--- src/rtl/writeback_stage_pkg.sv ---
// Shared definitions for the execute / write-back datapath.
// Provides the project-wide register-file widths, the zero-register
// address, the buffered write-back entry type and the forwarding
// match helper.
package writeback_stage_pkg;

    localparam int unsigned DATA_WIDTH = 32;
    localparam int unsigned ADDR_WIDTH = 5;
    localparam int unsigned FIFO_DEPTH = 2;

    localparam logic [ADDR_WIDTH-1:0] ZERO_REG = 5'd0;

    // One pending ALU result waiting for the register-file write port.
    typedef struct packed {
        logic [ADDR_WIDTH-1:0] rd_address;
        logic [DATA_WIDTH-1:0] result;
        logic                  reg_write;
    } wb_entry_t;

    // A valid entry that will write a non-zero register matches a read address.
    function automatic logic fwd_match(input wb_entry_t             entry,
                                       input logic                  valid,
                                       input logic [ADDR_WIDTH-1:0] address);
        return valid && entry.reg_write && (address != ZERO_REG) &&
               (entry.rd_address == address);
    endfunction

endpackage

--- src/rtl/writeback_stage_wb_fifo2.sv ---
// wb_fifo2: two-entry FIFO of write-back entries.
// Ports:
//   clk, reset             clock, asynchronous active-high reset
//   push_valid/push_entry  offered entry; push_ready = not full (state only)
//   pop_req                consumer may take the head this cycle
//   pop_fire               head is removed this cycle
//   head_valid/head_entry  oldest entry
//   second_valid/entry     younger entry (valid only when full)
module wb_fifo2
    import writeback_stage_pkg::*;
(
    input  logic      clk,
    input  logic      reset,
    input  logic      push_valid,
    input  wb_entry_t push_entry,
    output logic      push_ready,
    input  logic      pop_req,
    output logic      pop_fire,
    output logic      head_valid,
    output wb_entry_t head_entry,
    output logic      second_valid,
    output wb_entry_t second_entry
);

    wb_entry_t  mem_q [FIFO_DEPTH];
    wb_entry_t  mem_d [FIFO_DEPTH];
    logic       wr_ptr_q, wr_ptr_d;
    logic       rd_ptr_q, rd_ptr_d;
    logic [1:0] count_q, count_d;
    logic       push_fire;

    // No pass-through while full: ready depends only on the stored count.
    always_comb begin
        push_ready   = (count_q != 2'd2);
        push_fire    = push_valid && push_ready;
        pop_fire     = (count_q != 2'd0) && pop_req;
        head_valid   = (count_q != 2'd0);
        head_entry   = mem_q[rd_ptr_q];
        second_valid = (count_q == 2'd2);
        second_entry = mem_q[~rd_ptr_q];
    end

    // Next-state: write at tail, advance pointers modulo 2, track occupancy.
    always_comb begin
        mem_d    = mem_q;
        wr_ptr_d = wr_ptr_q;
        rd_ptr_d = rd_ptr_q;
        count_d  = count_q;
        if (push_fire) begin
            mem_d[wr_ptr_q] = push_entry;
            wr_ptr_d        = ~wr_ptr_q;
        end
        if (pop_fire) begin
            rd_ptr_d = ~rd_ptr_q;
        end
        case ({push_fire, pop_fire})
            2'b10:   count_d = count_q + 2'd1;
            2'b01:   count_d = count_q - 2'd1;
            default: count_d = count_q;
        endcase
    end

    always_ff @(posedge clk or posedge reset) begin
        if (reset) begin
            for (int i = 0; i < int'(FIFO_DEPTH); i++) begin
                mem_q[i] <= '0;
            end
            wr_ptr_q <= 1'b0;
            rd_ptr_q <= 1'b0;
            count_q  <= 2'd0;
        end else begin
            mem_q    <= mem_d;
            wr_ptr_q <= wr_ptr_d;
            rd_ptr_q <= rd_ptr_d;
            count_q  <= count_d;
        end
    end

endmodule

--- src/rtl/writeback_stage.sv ---
// writeback_stage: buffers ALU results (up to two) and drives the register
// file write port, with rs/rt forwarding from pending results.
// Ports:
//   clk, reset                          clock, asynchronous active-high reset
//   in_valid/in_ready                   result handshake from the ALU side
//   in_rd_address/in_result/in_reg_write  offered result
//   wb_grant                            write port available this cycle
//   wb_write_enable/wb_rd_address/wb_data  register-file write port
//   fwd_rs_*/fwd_rt_*                   forwarding lookups (combinational)
//   retired_count                       number of register writes performed
module writeback_stage
    import writeback_stage_pkg::*;
#(
    parameter int unsigned COUNT_WIDTH = 16
) (
    input  logic                   clk,
    input  logic                   reset,
    input  logic                   in_valid,
    output logic                   in_ready,
    input  logic [ADDR_WIDTH-1:0]  in_rd_address,
    input  logic [DATA_WIDTH-1:0]  in_result,
    input  logic                   in_reg_write,
    input  logic                   wb_grant,
    output logic                   wb_write_enable,
    output logic [ADDR_WIDTH-1:0]  wb_rd_address,
    output logic [DATA_WIDTH-1:0]  wb_data,
    input  logic [ADDR_WIDTH-1:0]  fwd_rs_address,
    output logic                   fwd_rs_hit,
    output logic [DATA_WIDTH-1:0]  fwd_rs_data,
    input  logic [ADDR_WIDTH-1:0]  fwd_rt_address,
    output logic                   fwd_rt_hit,
    output logic [DATA_WIDTH-1:0]  fwd_rt_data,
    output logic [COUNT_WIDTH-1:0] retired_count
);

    wb_entry_t push_entry;
    wb_entry_t head_entry;
    wb_entry_t second_entry;
    logic      head_valid;
    logic      second_valid;
    logic      pop_fire;

    logic [COUNT_WIDTH-1:0] retired_count_q, retired_count_d;

    logic rs_young_hit, rs_old_hit;
    logic rt_young_hit, rt_old_hit;

    always_comb begin
        push_entry.rd_address = in_rd_address;
        push_entry.result     = in_result;
        push_entry.reg_write  = in_reg_write;
    end

    wb_fifo2 u_fifo (
        .clk          (clk),
        .reset        (reset),
        .push_valid   (in_valid),
        .push_entry   (push_entry),
        .push_ready   (in_ready),
        .pop_req      (wb_grant),
        .pop_fire     (pop_fire),
        .head_valid   (head_valid),
        .head_entry   (head_entry),
        .second_valid (second_valid),
        .second_entry (second_entry)
    );

    // Write port: head always shown (zero when empty); strobe only for real writes.
    always_comb begin
        wb_write_enable = pop_fire && head_entry.reg_write &&
                          (head_entry.rd_address != ZERO_REG);
        wb_rd_address   = head_valid ? head_entry.rd_address : '0;
        wb_data         = head_valid ? head_entry.result     : '0;
    end

    // Forwarding: the younger (tail-side) entry takes priority over the head.
    // The head still hits while being written since the regfile updates at the edge.
    always_comb begin
        rs_young_hit = fwd_match(second_entry, second_valid, fwd_rs_address);
        rs_old_hit   = fwd_match(head_entry,   head_valid,   fwd_rs_address);
        rt_young_hit = fwd_match(second_entry, second_valid, fwd_rt_address);
        rt_old_hit   = fwd_match(head_entry,   head_valid,   fwd_rt_address);

        fwd_rs_hit  = rs_young_hit || rs_old_hit;
        fwd_rs_data = rs_young_hit ? second_entry.result :
                      rs_old_hit   ? head_entry.result   : '0;
        fwd_rt_hit  = rt_young_hit || rt_old_hit;
        fwd_rt_data = rt_young_hit ? second_entry.result :
                      rt_old_hit   ? head_entry.result   : '0;
    end

    // Retired-write counter wraps naturally at all-ones.
    always_comb begin
        retired_count_d = retired_count_q;
        if (wb_write_enable) begin
            retired_count_d = retired_count_q + COUNT_WIDTH'(1);
        end
        retired_count = retired_count_q;
    end

    always_ff @(posedge clk or posedge reset) begin
        if (reset) begin
            retired_count_q <= '0;
        end else begin
            retired_count_q <= retired_count_d;
        end
    end

endmodule
--- config.mk ---
export PLATFORM = sky130hd
export DESIGN_NAME = writeback_stage
export DESIGN_NICKNAME = d
export VERILOG_FILES = /design/src/rtl/writeback_stage_pkg.sv /design/src/rtl/writeback_stage_wb_fifo2.sv /design/src/rtl/writeback_stage.sv
export SDC_FILE = /design/constraint.sdc
export NUM_CORES = 1
export LEC_CHECK = 0
export ABC_AREA = 1
export CORE_MARGIN = 10
export CORE_UTILIZATION = 50
export CTS_CLUSTER_DIAMETER = 200
export DETAILED_ROUTE_END_ITERATION = 7
export PLACE_DENSITY = 0.8
export SYNTH_ARGS = -nofsm -noshare
export SYNTH_HDL_FRONTEND = slang
export SYNTH_SLANG_ARGS = --single-unit
--- constraint.sdc ---
create_clock -name clk -period 4.68 [get_ports clk]
set_clock_uncertainty 0.05 [all_clocks]
set_input_delay 0.702 -clock clk [delete_from_list [all_inputs] [get_ports clk]]
set_output_delay 0.702 -clock clk [all_outputs]
set_load 0.005 [all_outputs]
==> results.py, run 1 <==
metrics = {
    "global_routing": {
        "grt_max_degree": 80,
        "overflow": 0,
        "grt_first_pass_wirelength_um": 32600,
        "antenna_found_initial": 0,
        "grtUsageTotal_pct": 21.7,
        "grt_pass1_vias": 6674,
    },
    "synth": {
        "yosys_register_bits": 96,
        "synth_top_area_share_pct": 35.8,
        "synth_nets": 1131,
        "syn_area_um2": 6710,
        "yosys.area.top_type": "dfrtp_1",
        "syn_avg_cell_area_um2": 6.23,
        "yosysSeqAreaShare_pct": 35.8,
        "synth_top_cells_by_area": "dfrtp_1 36%, nand2_1 22%, o21ai_0 11%",
        "yosysWarnings": 0,
        "ys_types": 29,
        "synthCells": 1077,
    },
    "clocking": {
        "cts_tree": "yes",
        "cts_setup_buffers": 0,
        "clock_latency_ps": 350,
        "clk_path_buf_depth": 2,
        "htree_levels": 3,
        "hold_buffers": 0,
        "cts_sinks": 96,
        "cts_made_buffers": 9,
        "root_buffer": "clkbuf_16",
        "clk_pin_slew_worst_paths_ps": 60,
        "ctsResizeCount": 0,
    },
    "timing": {
        "setup_viol": 0,
        "hold_violations": 0,
        "fmax_mhz": 240,
        "rsz0062_at_grt": "false",
        "max_slew_margin_pct": 28.8,
        "tightest_slew_ps": 1070,
        "tns_ps": 0,
        "post-route-period-util_pct": 89.0,
        "fin_crit_ps": 4170,
        "slew_viol_final": 0,
    },
    "routing": {
        "route.detailed.drc": 0,
        "wire_per_inst_um": 14.5,
        "drt_iter0_drc": 478,
        "wl_um": 20200,
        "drtPass1Iterations": 5,
        "via_count": 7046,
        "via_per_inst": 5.06,
        "ant_nets": 0,
    },
    "min_path": {
        "holdPathStages": 2,
        "hold_class": "flip-flop to flip-flop",
        "hold_path_end": "u_fifo.mem_q[28]",
        "hp-start": "u_fifo.mem_q[28]",
    },
    "final_layout": {
        "instances_no_fill": 1393,
        "final_common_cell": "nand2_1",
        "final_nets": 1266,
        "fin_area_um2": 8770,
        "area_growth_pct": 30.7,
        "final_util_pct": 66.5,
        "final_cell_mix": "396 x nand2_1, 172 x clkdlybuf4s50_1, 143 x inv_1, 143 x o21ai_0, 115 x nand3_1",
        "drive_above_1_share_pct": 3.78,
        "nFillCells": 1240,
    },
    "floorplanning": {
        "rows": 42,
        "ios": 173,
        "chipHeight_um": 136,
        "initial_utilization_pct": 50.9,
        "core_area_um2": 13200,
        "die_w_um": 136,
        "die_area_um2": 18500,
    },
    "worst_setup_path": {
        "start_kind": "flip-flop",
        "worst-r2r-cell-count": 9,
        "timing.rr.end": "retired_count[7]",
        "arrival_ps": 3410,
        "required_ps": 3930,
        "cp_max_fo": 79,
        "end_kind": "output port",
        "rr_startpoint": "u_fifo.rd_ptr_q",
        "path_class": "flip-flop to output port",
        "rrSetupSlack_ps": 2150,
    },
    "job": {
        "cap_violations": 0,
    },
    "placed_design": {
        "place_congestion": 0.906,
        "port_buffers": 172,
        "dp_hpwl_um": 14600,
        "dp.cells": 1377,
        "placed_cell_area_um2": 8430,
    },
    "pwr": {
        "power.total_w": 0.00519,
        "p_leak_nw": 4.49,
        "power_density_nw_per_um2": 592,
        "vdd_drop_max_v": 0.000353,
    },
    "outcome": {
        "outcome": "finished, final reports clean",
    },
}
[synth_stat cells (all sizes together)]
cell type	n
xnor2	7
and2	3
a21oi	4
nor2	72
buf	38
o21ai	153
or2	1
xor2	6
nand3	117
nor3	4
nand2	402
clkbuf	23
o211ai	1
inv	146
nand4	2
ha	2
dfrtp	96
[how the worst max path moves through the flow]
stage,startpoint,depth (start not counted),slack (ps),end
after CTS,u_fifo.rd_ptr_q,9,490,fwd_rs_data[1]
after global routing,u_fifo.rd_ptr_q,9,230,fwd_rs_data[18]
after detailed placement,fwd_rs_address[3],11,690,fwd_rs_data[11]
after global placement,fwd_rs_address[3],11,720,fwd_rs_data[11]
final,u_fifo.rd_ptr_q,9,510,fwd_rs_data[11]
after floorplan,reset,1,1420,retired_count[0]
[final cells by class]
type                            instances  area, um^2  area share (%)
Clock buffer                           10         229            2.61
Multi-Input combinational cell        774        3440            39.2
Inverter                              146         553            6.30
Clock inverter                          5         106            1.21
Antenna cell                            1        2.50          0.0285
Sequential cell                        96        2410            27.4
Timing Repair Buffer                  185        1820            20.7
Tap cell                              176         220            2.51
[kinds of logic (layout without fill, tap and decap cells)]
kind of cell | count (synthesis) | after routing | synth area share (%)
adders and majority gates | 2 | 2 | 0.373
and+or+nand+nor | 601 | 601 | 37.0
xor gates and xnor gates | 13 | 13 | 1.70
other | 0 | 1 | 0
DFF | 96 | 96 | 35.8
AOI/OAI and AO/OA | 158 | 158 | 12.0
buffers and inverters | 207 | 346 | 13.1
[power breakdown]
part / switching, W / total (W) / leakage (nW) / internal (W)
Clock: 0.000317 / 0.000838 / 0.159 / 0.000520
Combinational: 0.00169 / 0.00287 / 3.13 / 0.00118
Sequential: 0.000288 / 0.00148 / 1.21 / 0.00119
[through the flow]
step	setup WS [ps]	hold WS (ps)
after CTS	485	439
after global routing	228	453
final	515	435
after detailed placement	686	423
after floorplan	1420	403
after global placement	718	417
[registers in the layout, indices dropped and copies added, names as in the netlist]
register,cells
u_fifo.rd_ptr_q,1
u_fifo.wr_ptr_q,1
retired_count,16
u_fifo.mem_q,76
u_fifo.count_q,2
[critical path, stage by stage, from the launching register on]
cell and delay, ps:
dfrtp_4 580, buf_4 560, o211ai_1 240, nor2_1 140
nand2_1 80, nor2_2 360, buf_4 370, nand3_1 110
nand2_1 110, clkdlybuf4s50_1 510
[metal layers]
| metal | track usage, % | wire length, um |
|---|---|---|
| met1 | 26.7 | 8650 |
| met2 | 36.3 | 9810 |
| met3 | 5.98 | 1440 |
| met4 | 6.33 | 327 |
| met5 | 0 | 0 |
Power figures use the tool's default switching activity.
==> run 2: changes to the inputs <==
- GPL_TIMING_DRIVEN: not set -> 1
==> results of run 2 <==
Final layout, timing and power as in run 1 (identical DEF).
==> run 3: changes to the inputs <==
- PLACE_DENSITY: 0.8 -> 0.79
- SETUP_SLACK_MARGIN: not set -> 0.4
- SYNTH_HIERARCHICAL: not set -> 1
==> results.py, run 3 <==
metrics = {
    "outcome": {
        "outcome": "finished, final reports clean",
    },
    "placed_design": {
        "place_congestion": 0.982,
        "dp_hpwl_um": 16000,
        "port_buffers": 172,
        "placed_cell_area_um2": 8740,
    },
    "routing": {
        "wl_um": 22800,
        "drt_iter0_drc": 533,
        "route.detailed.drc": 0,
        "drtPass1Iterations": 5,
        "wire_per_inst_um": 16.2,
        "via_per_inst": 5.41,
        "ant_nets": 0,
        "via_count": 7606,
    },
    "timing": {
        "rsz0062_at_grt": "true",
        "fin_crit_ps": 4060,
        "hold_violations": 0,
        "timing.hold.ws_ps": 423,
        "post-route-period-util_pct": 86.7,
        "setup_viol": 0,
        "slew_viol_final": 0,
        "fmax_mhz": 247,
        "max_slew_margin_pct": 37.2,
        "tns_ps": 0,
        "tightest_slew_ps": 941,
    },
    "synth": {
        "ys_types": 29,
        "syn_area_um2": 7150,
        "async_flop_share_pct": 100,
        "synth_top_cells_by_area": "dfrtp_1 34%, nand2_1 23%, nand3_1 7.6%",
        "yosysWarnings": 6,
        "syn_avg_cell_area_um2": 6.51,
        "yosys_register_bits": 96,
        "synth_nets": 1151,
        "synth_top_area_share_pct": 33.6,
        "netlist_top_cells_count": "439 x nand2_1, 109 x inv_1, 109 x nand3_1, 96 x dfrtp_1, 82 x nand4_1",
        "synth_ff_type": "dfrtp_1",
        "yosys.cell_count.top_type": "nand2_1",
        "yosysSeqAreaShare_pct": 33.6,
        "yosys.area.top_type": "dfrtp_1",
        "synthCells": 1097,
        "synth_edf_count": 0,
    },
    "worst_setup_path": {
        "path_class": "flip-flop to output port",
        "cp_num_buf_inv": 4,
        "crit_family": "buffers and inverters",
        "end_kind": "output port",
        "slowest_delay_ps": 480,
        "cp_slowest_cell": "clkdlybuf4s50_1",
        "required_ps": 3930,
        "cp_max_fo": 33,
        "path_cells": "clkinv_2, buf_4, o21ai_0, inv_1, nand2_1, nand3_1, a21oi_2, nand2_2, nand3_1, nand2_1, clkdlybuf4s50_1",
        "arrival_ps": 3300,
        "start_kind": "flip-flop",
    },
    "global_routing": {
        "grt_first_pass_wirelength_um": 36300,
        "overflow": 0,
        "antenna_found_initial": 2,
        "grtUsageTotal_pct": 22.1,
        "grt_max_degree": 81,
        "grt_pass1_vias": 6921,
    },
    "final_layout": {
        "largest_reg_flops": 76,
        "regArea_um2": 2400,
        "drive_above_1_share_pct": 7.59,
        "final_cell_mix": "438 x nand2_1, 171 x clkdlybuf4s50_1, 109 x nand3_1",
        "multiInputGateArea_um2": 3830,
        "final_nets": 1274,
        "final_common_cell": "nand2_1",
        "fin_area_um2": 9120,
        "area_growth_pct": 27.6,
        "nFillCells": 1238,
        "top_register": "u_fifo/mem_q",
    },
    "min_path": {
        "hold_class": "flip-flop to flip-flop",
    },
    "clocking": {
        "clk_path_buf_depth": 2,
        "htree_levels": 3,
        "cts_made_buffers": 9,
        "root_buffer": "clkbuf_16",
        "clock_latency_ps": 340,
        "clk_pin_slew_worst_paths_ps": 70,
        "cts_tree": "yes",
        "cts_sinks": 96,
    },
    "pwr": {
        "vdd_drop_max_v": 0.000306,
        "power_frac_comb_pct": 57.6,
        "p_leak_nw": 4.64,
        "switchingPower_w": 0.00249,
        "power.share.sequential_pct": 27.6,
        "power_density_nw_per_um2": 571,
        "switching_share_pct": 47.9,
        "p_int_w": 0.00271,
        "p_clk_share_pct": 14.8,
    },
    "floorplanning": {
        "ios": 173,
        "rows": 43,
        "die_area_um2": 19500,
        "die_w_um": 140,
        "core_area_um2": 13900,
        "initial_utilization_pct": 51.3,
        "chipHeight_um": 140,
    },
    "job": {
        "cap_violations": 0,
    },
}
## run 3: cell count changes in the layout (fill, tap and decap cells not counted), moves of 6 or more
cell and change:
nand4_1 +80, o21ai_1 -7, nand2_1 +42, nand3_1 -6, o21ai_0 -64, nand3_2 +28
inv_2 +8, inv_1 -36, nor2_1 -42
## run 3: final timing paths
path | from | endpoint | slack, ps | cells after the start
max reg2reg | u_fifo/wr_ptr_q | u_fifo/mem_q[38] | 1970 | 5
max in group asynchronous | reset | u_fifo/rd_ptr_q | 2840 | 3
min | u_fifo/mem_q[49] | u_fifo/mem_q[49] | 420 | 2
min reg2reg | u_fifo/mem_q[49] | u_fifo/mem_q[49] | 420 | 2
max | u_fifo/rd_ptr_q | fwd_rt_data[13] | 620 | 11
min in group asynchronous | reset | retired_count[13] | 770 | 2
## run 3: worst reg2reg max path: stages (launching register included)
cell     delay, ps
dfrtp_1        360
buf_4          280
inv_2          620
nand3_2        910
nand2_1        300
nand2_1         80
## run 3: cell type report
type,instances,share of cell area [%]
multi-input cells,804,42.0
flip-flops and latches,96,26.4
diodes,1,0.0274
repair buffers,189,20.7
inverters,120,4.97
clock inverters,5,0.672
clock buffers,11,2.77
well taps,180,2.47
## run 3: kinds of logic (layout without fill, tap and decap cells)
family,Yosys count,count (layout),share of synthesized area (%)
AO/OA/AOI/OAI,86,86,6.13
XOR/XNOR,12,12,1.47
adder cells (fa/ha/maj),2,2,0.350
buffers and inverters,198,325,13.0
flip-flops,96,96,33.6
other,0,1,0
AND/OR/NAND/NOR,703,704,45.5
## run 3: through the flow
| stage | utilization (%) | worst slack, ps | cells | total power [W] |
|---|---|---|---|---|
| 5_1_grt | 65.4 | 398 | 1405 | 0.00566 |
| 4_1_cts | 65.0 | 438 | 1402 | 0.00517 |
| 6_report | 65.4 | 625 | 1406 | 0.00521 |
| 3_5_place_dp | 62.7 | 809 | 1386 | 0.00439 |
| 2_1_floorplan | - | 1880 | 1097 | 0.00332 |
| 3_3_place_gp | 62.7 | 898 | 1386 | 0.00434 |
## run 3: what timing repair did
action,in CTS,in global routing
resized for setup,0,5
hold buffers,0,0
buffers inserted,0,2
setup endpoints to repair,0,66
## run 3: power groups by stage
stage	combinational, W	sequential (W)	clock, W
floorplan	0.00194	0.00139	0
global placement	0.00291	0.00143	0
detailed placement	0.00295	0.00144	0
CTS	0.00296	0.00143	0.000779
global route	0.00337	0.00149	0.000806
finish	0.00300	0.00144	0.000769
## run 3: layer usage
| metal | wire length [um] | global-route usage [%] | vias up |
|---|---|---|---|
| met4 | 408 | 6.20 | 2 |
| met1 | 9760 | 27.9 | 3513 |
| li1 | - | - | 3776 |
| met5 | 18 | 0 | - |
| met3 | 1760 | 5.34 | 35 |
| met2 | 10800 | 36.8 | 280 |
